### config.mk
export PLATFORM = sky130hd
export DESIGN_NAME = tage_ghr_ckpt
export DESIGN_NICKNAME = d
export VERILOG_FILES = /design/src/rtl/tage_ghr_ckpt.sv
export SDC_FILE = /design/constraint.sdc
export NUM_CORES = 1
export LEC_CHECK = 0
export BUFFER_PORTS_ARGS = -buffer_cell sky130_fd_sc_hd__buf_4
export CAP_MARGIN = 20
export CORE_ASPECT_RATIO = 0.7
export CORE_MARGIN = 2
export CORE_UTILIZATION = 62
export CTS_BUF_LIST = sky130_fd_sc_hd__clkbuf_2 sky130_fd_sc_hd__clkbuf_4 sky130_fd_sc_hd__clkbuf_8
export DETAILED_ROUTE_END_ITERATION = 12
export GPL_TIMING_DRIVEN = 0
export MAX_ROUTING_LAYER = met4
export PLACE_DENSITY = 0.81
export SYNTH_ARGS = -nofsm -noshare
export SYNTH_HDL_FRONTEND = slang
export SYNTH_SLANG_ARGS = --single-unit
### constraint.sdc
create_clock -name clk_i -period 13.75 [get_ports clk_i]
set_input_delay 2.0625 -clock clk_i [delete_from_list [all_inputs] [get_ports clk_i]]
set_output_delay 2.0625 -clock clk_i [all_outputs]
set_load 0.03 [all_outputs]
### src/rtl/tage_ghr_ckpt.sv
// Speculative TAGE global-history register with a circular per-branch checkpoint queue,
// flush repair and in-order registered predictor-update records. Optional perf counters: TAGE_GHR_PERF_EN.
module tage_ghr_ckpt #(
    parameter int GHR_BITS   = 8,
    parameter int CKPT_DEPTH = 8,
    parameter int PLEN       = 32
) (
    input  logic                          clk_i,
    input  logic                          rst_i,
    input  logic                          spec_valid_i,
    input  logic                          spec_taken_i,
    input  logic [PLEN-1:0]               spec_pc_i,
    output logic [GHR_BITS-1:0]           ghr_o,
    output logic [$clog2(CKPT_DEPTH)-1:0] spec_id_o,
    output logic                          full_o,
    output logic                          empty_o,
    input  logic                          flush_valid_i,
    input  logic [$clog2(CKPT_DEPTH)-1:0] flush_id_i,
    input  logic                          flush_taken_i,
    input  logic                          commit_valid_i,
    input  logic                          commit_taken_i,
`ifdef TAGE_GHR_PERF_EN
    output logic [31:0]                   perf_flush_cnt_o,
    output logic [31:0]                   perf_full_drop_cnt_o,
`endif
    output logic                          update_valid_o,
    output logic [PLEN-1:0]               update_pc_o,
    output logic [GHR_BITS-1:0]           update_ghr_o,
    output logic                          update_taken_o
);

    localparam int IDW = $clog2(CKPT_DEPTH);

    logic [GHR_BITS-1:0] ghr_q, ghr_d;
    logic [IDW:0]        head_q, head_d, tail_q, tail_d;
    logic [PLEN-1:0]     ckpt_pc_q  [CKPT_DEPTH];
    logic [GHR_BITS-1:0] ckpt_ghr_q [CKPT_DEPTH];

    logic                upd_vld_q;
    logic [PLEN-1:0]     upd_pc_q;
    logic [GHR_BITS-1:0] upd_ghr_q;
    logic                upd_tk_q;

    logic         full, empty, commit_fire, push_en;
    logic [IDW:0] flush_pos, occupancy;
    logic [IDW-1:0] flush_ofs;
    logic         flush_alloc;

    // Concatenate-then-truncate keeps the shift legal for GHR_BITS == 1.
    function automatic logic [GHR_BITS-1:0] shift_in(input logic [GHR_BITS-1:0] h, input logic t);
        logic [GHR_BITS:0] tmp;
        tmp = {h, t};
        return tmp[GHR_BITS-1:0];
    endfunction

    assign full        = (head_q[IDW-1:0] == tail_q[IDW-1:0]) && (head_q[IDW] != tail_q[IDW]);
    assign empty       = (head_q == tail_q);
    assign commit_fire = commit_valid_i && !empty;
    assign push_en     = spec_valid_i && !flush_valid_i && (!full || commit_fire);

    // Ids below the head index have wrapped past the end of the RAM relative to head.
    assign flush_pos   = {(flush_id_i >= head_q[IDW-1:0]) ? head_q[IDW] : ~head_q[IDW], flush_id_i};
    assign flush_ofs   = flush_id_i - head_q[IDW-1:0];
    assign occupancy   = tail_q - head_q;
    assign flush_alloc = ({1'b0, flush_ofs} < occupancy);

    always_comb begin
        ghr_d  = ghr_q;
        tail_d = tail_q;
        head_d = head_q;
        if (flush_valid_i) begin
            ghr_d  = shift_in(ckpt_ghr_q[flush_id_i], flush_taken_i);
            tail_d = flush_pos + 1'b1;
        end else if (push_en) begin
            ghr_d  = shift_in(ghr_q, spec_taken_i);
            tail_d = tail_q + 1'b1;
        end
        if (commit_fire) begin
            head_d = head_q + 1'b1;
        end
    end

    always_ff @(posedge clk_i) begin
        if (rst_i) begin
            ghr_q     <= '0;
            head_q    <= '0;
            tail_q    <= '0;
            upd_vld_q <= 1'b0;
            upd_pc_q  <= '0;
            upd_ghr_q <= '0;
            upd_tk_q  <= 1'b0;
        end else begin
            ghr_q     <= ghr_d;
            head_q    <= head_d;
            tail_q    <= tail_d;
            upd_vld_q <= commit_fire;
            if (commit_fire) begin
                upd_pc_q  <= ckpt_pc_q[head_q[IDW-1:0]];
                upd_ghr_q <= ckpt_ghr_q[head_q[IDW-1:0]];
                upd_tk_q  <= commit_taken_i;
            end
        end
    end

    // Checkpoint RAM carries no reset; validity is defined by head/tail alone.
    always_ff @(posedge clk_i) begin
        if (!rst_i && push_en) begin
            ckpt_pc_q[tail_q[IDW-1:0]]  <= spec_pc_i;
            ckpt_ghr_q[tail_q[IDW-1:0]] <= ghr_q;
        end
    end

`ifdef TAGE_GHR_PERF_EN
    logic [31:0] perf_flush_q, perf_drop_q;

    always_ff @(posedge clk_i) begin
        if (rst_i) begin
            perf_flush_q <= '0;
            perf_drop_q  <= '0;
        end else begin
            if (flush_valid_i && perf_flush_q != 32'hFFFF_FFFF) begin
                perf_flush_q <= perf_flush_q + 32'd1;
            end
            if (spec_valid_i && full && !commit_fire && perf_drop_q != 32'hFFFF_FFFF) begin
                perf_drop_q <= perf_drop_q + 32'd1;
            end
        end
    end

    assign perf_flush_cnt_o     = perf_flush_q;
    assign perf_full_drop_cnt_o = perf_drop_q;
`endif

    flush_id_allocated: assert property (@(posedge clk_i) disable iff (rst_i)
        flush_valid_i |-> flush_alloc);

    assign ghr_o          = ghr_q;
    assign spec_id_o      = tail_q[IDW-1:0];
    assign full_o         = full;
    assign empty_o        = empty;
    assign update_valid_o = upd_vld_q;
    assign update_pc_o    = upd_pc_q;
    assign update_ghr_o   = upd_ghr_q;
    assign update_taken_o = upd_tk_q;

endmodule

==> metrics.txt <==
# TYPE chip_impl_metric gauge
chip_impl_info{name="outcome",value="completed"} 1
chip_impl_metric{name="setup-violations-final",unit=""} 0
chip_impl_metric{name="multi_input_area",unit="mm²"} 0.00384
chip_impl_metric{name="wl",unit="mm"} 33.6
chip_impl_metric{name="start_util",unit=""} 0.632
chip_impl_metric{name="finalHoldViolations",unit=""} 0
chip_impl_metric{name="synthDominantCellAreaShare",unit=""} 0.643
chip_impl_metric{name="number_of_buffers_inserted_by_post_cts_setup_repair",unit=""} 0
chip_impl_metric{name="skew",unit="ps"} 15.7
chip_impl_metric{name="fp.dieArea",unit="mm²"} 0.0254
chip_impl_metric{name="wl_per_cell",unit="µm"} 24.7
chip_impl_metric{name="p_int",unit="mW"} 1.91
chip_impl_metric{name="critical_path_arrival",unit="ps"} 2310
chip_impl_metric{name="route.vias.total",unit=""} 8555
chip_impl_metric{name="switching_share",unit=""} 0.259
chip_impl_metric{name="layout-area-overhead-vs-synth",unit="%"} 17.4
chip_impl_metric{name="power.share.clock",unit=""} 0.333
chip_impl_metric{name="netlist_instances",unit=""} 833
chip_impl_metric{name="drt-initial-drc-count",unit=""} 990
chip_impl_info{name="synth_top_cells_by_count",value="sky130_fd_sc_hd__edfxtp_1, sky130_fd_sc_hd__mux4_2, sky130_fd_sc_hd__nand2_1"} 1
chip_impl_info{name="clockRootBuffer",value="sky130_fd_sc_hd__clkbuf_8"} 1
chip_impl_metric{name="period_needed",unit="ps"} 4370
chip_impl_metric{name="synthesis.yosys.warnings",unit=""} 0
chip_impl_metric{name="finalCritPeriodShare",unit=""} 0.318
chip_impl_metric{name="worst-r2r-setup-slack",unit="ps"} 10770
chip_impl_info{name="min_delay_worst_endpoint",value="update_pc_o[1]"} 1
chip_impl_metric{name="pwr_dens",unit="mW/mm²"} 147
chip_impl_metric{name="timing_max_transition_violations_final",unit=""} 0
chip_impl_info{name="cts_tree",value="yes"} 1
chip_impl_metric{name="max_slew.worst_pin.slew",unit="ps"} 850
chip_impl_info{name="synth_area_leader_cell",value="sky130_fd_sc_hd__edfxtp_1"} 1
chip_impl_metric{name="static_leakage",unit="nW"} 5.95
chip_impl_metric{name="grt_antenna_before_repair",unit=""} 0
chip_impl_metric{name="critPathMaxFanout",unit=""} 10
chip_impl_info{name="rr_startpoint",value="tail_q[2]"} 1
chip_impl_metric{name="drtPass1Iterations",unit=""} 5
chip_impl_metric{name="grt_max_degree",unit=""} 22
chip_impl_info{name="setup.worst_path.class",value="flop to primary output"} 1
chip_impl_metric{name="total_negative_setup_slacks",unit="ps"} 0
chip_impl_metric{name="worst_skew_pair.late_latency",unit="ps"} 590
chip_impl_metric{name="grt_overflow_total",unit=""} 0
chip_impl_metric{name="avgSynthCellArea",unit="µm²"} 17.9
chip_impl_info{name="crit_path_cell_trace",value="buf_2, xnor2_2, nand4_1, buf_2, inv_2, buf_4"} 1
chip_impl_metric{name="drt-vias-per-instance",unit=""} 6.29
chip_impl_metric{name="ff_latch_area",unit="mm²"} 0.0108
chip_impl_metric{name="portBuffers",unit=""} 94
chip_impl_metric{name="clk_path_buf_depth",unit=""} 3
chip_impl_metric{name="synth-edff-count",unit=""} 320
chip_impl_info{name="rsz0062_at_grt",value="no"} 1
chip_impl_info{name="synth_flop_cell",value="sky130_fd_sc_hd__edfxtp_1"} 1
chip_impl_metric{name="synth.ff_latch_count",unit=""} 378
chip_impl_info{name="min_from",value="update_pc_o[1]"} 1
chip_impl_info{name="worst_hold_path_type",value="flop to flop"} 1
chip_impl_metric{name="antenna_left",unit=""} 0
chip_impl_metric{name="design.core.area",unit="mm²"} 0.0236
chip_impl_metric{name="max_stage_delay",unit="ps"} 390
chip_impl_metric{name="mappedNetlistArea",unit="mm²"} 0.0149
chip_impl_metric{name="synth_seq_area_share",unit=""} 0.721
chip_impl_metric{name="slew_headroom",unit=""} 0.431
chip_impl_metric{name="top_level_ports",unit=""} 98
chip_impl_metric{name="placedInstanceArea",unit="mm²"} 0.0165
chip_impl_metric{name="share_of_synthesized_flip_flops_with_an_asynchronous_set_or_reset",unit=""} 0
chip_impl_metric{name="switching_power",unit="mW"} 0.667
chip_impl_metric{name="nets",unit=""} 1049
chip_impl_metric{name="synth.net_count",unit=""} 881
chip_impl_metric{name="area_of_all_placed_cells_without_fillers",unit="mm²"} 0.0175
chip_impl_metric{name="drc",unit=""} 0
chip_impl_info{name="synth_top_cells_by_area",value="sky130_fd_sc_hd__edfxtp_1, sky130_fd_sc_hd__mux4_2, sky130_fd_sc_hd__dfxtp_1"} 1
chip_impl_metric{name="final_core_util",unit=""} 0.741
chip_impl_metric{name="cts-htree-levels",unit=""} 2
chip_impl_info{name="worstSetupStartpointType",value="flop"} 1
chip_impl_metric{name="rows",unit=""} 47
chip_impl_info{name="post-synth-top-count-cell",value="sky130_fd_sc_hd__edfxtp_1"} 1
chip_impl_metric{name="max_cap_viol_count",unit=""} 0
chip_impl_metric{name="chipWidth",unit="µm"} 190
chip_impl_metric{name="clkSinkCount",unit=""} 378
chip_impl_metric{name="fillers",unit=""} 1422
chip_impl_metric{name="comb_power_share",unit=""} 0.158
chip_impl_metric{name="post_route_cells_drive_above_1_share",unit=""} 0.333
chip_impl_metric{name="track_usage",unit=""} 0.283
chip_impl_info{name="timing.critical_path.mode_cell",value="sky130_fd_sc_hd__buf_2"} 1
chip_impl_info{name="rr_endpoint",value="ckpt_pc_q[7][22]"} 1
chip_impl_metric{name="place.gp.congestion",unit=""} 0.887
chip_impl_metric{name="max_clock_freq",unit="MHz"} 229
chip_impl_metric{name="required_time_of_the_worst_setup_path",unit="ps"} 11690
chip_impl_metric{name="grt_pass1_wl",unit="mm"} 50.7
chip_impl_metric{name="dpl.hpwl",unit="mm"} 21.4
chip_impl_metric{name="irDropWorstVdd",unit="µV"} 91.3
chip_impl_metric{name="clkSlewWorstSetupHoldPaths",unit="ps"} 60
chip_impl_metric{name="cts_buffers",unit=""} 51
chip_impl_metric{name="insertedDiodeCount",unit=""} 0
chip_impl_metric{name="holdBufCountCts",unit=""} 0
chip_impl_metric{name="grt_pass1_vias",unit=""} 8580
chip_impl_metric{name="synth_cell_types",unit=""} 41
chip_impl_info{name="end_kind",value="primary output"} 1
chip_impl_metric{name="seqPwrFrac",unit=""} 0.509
chip_impl_metric{name="reg2reg_depth",unit=""} 8
chip_impl_info{name="timing.critical_path.slowest_stage_cell",value="sky130_fd_sc_hd__dfxtp_1"} 1
chip_impl_metric{name="die-height",unit="µm"} 134
chip_impl_metric{name="cts_resized",unit=""} 0
chip_impl_metric{name="hold_depth",unit=""} 2
[final cells by class]
cell class	count	area share
buffer	60	0.0181
clock buffer	81	0.0568
clock inverter	13	0.00328
inverter	16	0.00343
multi-input combinational	379	0.219
sequential	378	0.615
tap	318	0.0227
timing repair buffer	115	0.0620
[cell families after synthesis]
group           synth area share
compound gates            0.0452
xor+xnor                 0.00746
fa+ha+maj                0.00419
buf+inv                   0.0252
flops                      0.721
mux                        0.148
simple gates              0.0484
[metal layers]
| metal | GRT usage | part of all wire | routed length, µm | up-vias |
|---|---|---|---|---|
| met3 | 0.0570 | 0.10 | 3400 | 69 |
| met5 | - | 0 | 0 | - |
| li1 | - | - | - | 3664 |
| met2 | 0.412 | 0.46 | 15500 | 507 |
| met1 | 0.412 | 0.41 | 14000 | 4315 |
| met4 | 0.0896 | 0.022 | 748 | 0 |
[critical path: cells and delay by family (launching register included)]
| kind | cells | cell delay, ps |
|---|---|---|
| buf+inv | 4 | 920 |
| simple gates | 1 | 230 |
| xor+xnor | 1 | 170 |
| flops | 1 | 390 |
[how the worst max path moves through the flow]
stage,startpoint,endpoint,slack (ps)
6_report,tail_q[2],full_o,9380
5_1_grt,tail_q[2],full_o,9280
4_1_cts,tail_q[2],full_o,9400
3_5_place_dp,spec_valid_i,ckpt_pc_q[0][21],9050
3_3_place_gp,spec_valid_i,ckpt_pc_q[0][1],4370
2_1_floorplan,spec_valid_i,ckpt_ghr_q[1][0],7690
[through the flow]
stage	hold WS (ps)	power, mW	worst slack [ps]	cells
6_report	498	2.58	9380	1360
5_1_grt	527	2.67	9280	1360
4_1_cts	503	2.59	9400	1360
3_5_place_dp	494	1.74	9050	1266
3_3_place_gp	480	1.73	4370	1245
2_1_floorplan	559	1.60	7690	833
[registers in the layout, summed over array words and instances, names as in the netlist]
signal,flops
ckpt_pc_q,256
ckpt_ghr_q,64
update_pc_o,32
ghr_o,8
update_ghr_o,8
head_q,4
tail_q,4
update_taken_o,1
update_valid_o,1
[cell usage in the layout (no fill, tap or decap), types with 9 or more instances in the layout]
cell / netlist / layout
sky130_fd_sc_hd__a311oi_1: 40 / 40
sky130_fd_sc_hd__clkbuf_4: 0 / 19
sky130_fd_sc_hd__clkbuf_1: 20 / 20
sky130_fd_sc_hd__edfxtp_1: 320 / 320
sky130_fd_sc_hd__clkinv_1: 1 / 9
sky130_fd_sc_hd__nor2_1: 69 / 63
sky130_fd_sc_hd__nand2_1: 87 / 87
sky130_fd_sc_hd__buf_2: 25 / 25
sky130_fd_sc_hd__dfxtp_1: 58 / 58
sky130_fd_sc_hd__mux4_2: 92 / 92
sky130_fd_sc_hd__buf_6: 2 / 12
sky130_fd_sc_hd__clkbuf_8: 0 / 62
sky130_fd_sc_hd__inv_1: 14 / 14
sky130_fd_sc_hd__buf_4: 12 / 107
[power by group through the flow]
stage / Combinational [mW] / Sequential, mW / Clock [mW]
detailed placement: 0.409 / 1.34 / 0
floorplan: 0.223 / 1.38 / 0
finish: 0.408 / 1.31 / 0.860
CTS: 0.409 / 1.31 / 0.872
global route: 0.435 / 1.31 / 0.915
global placement: 0.392 / 1.34 / 0
(Power assumes the default switching activity.)
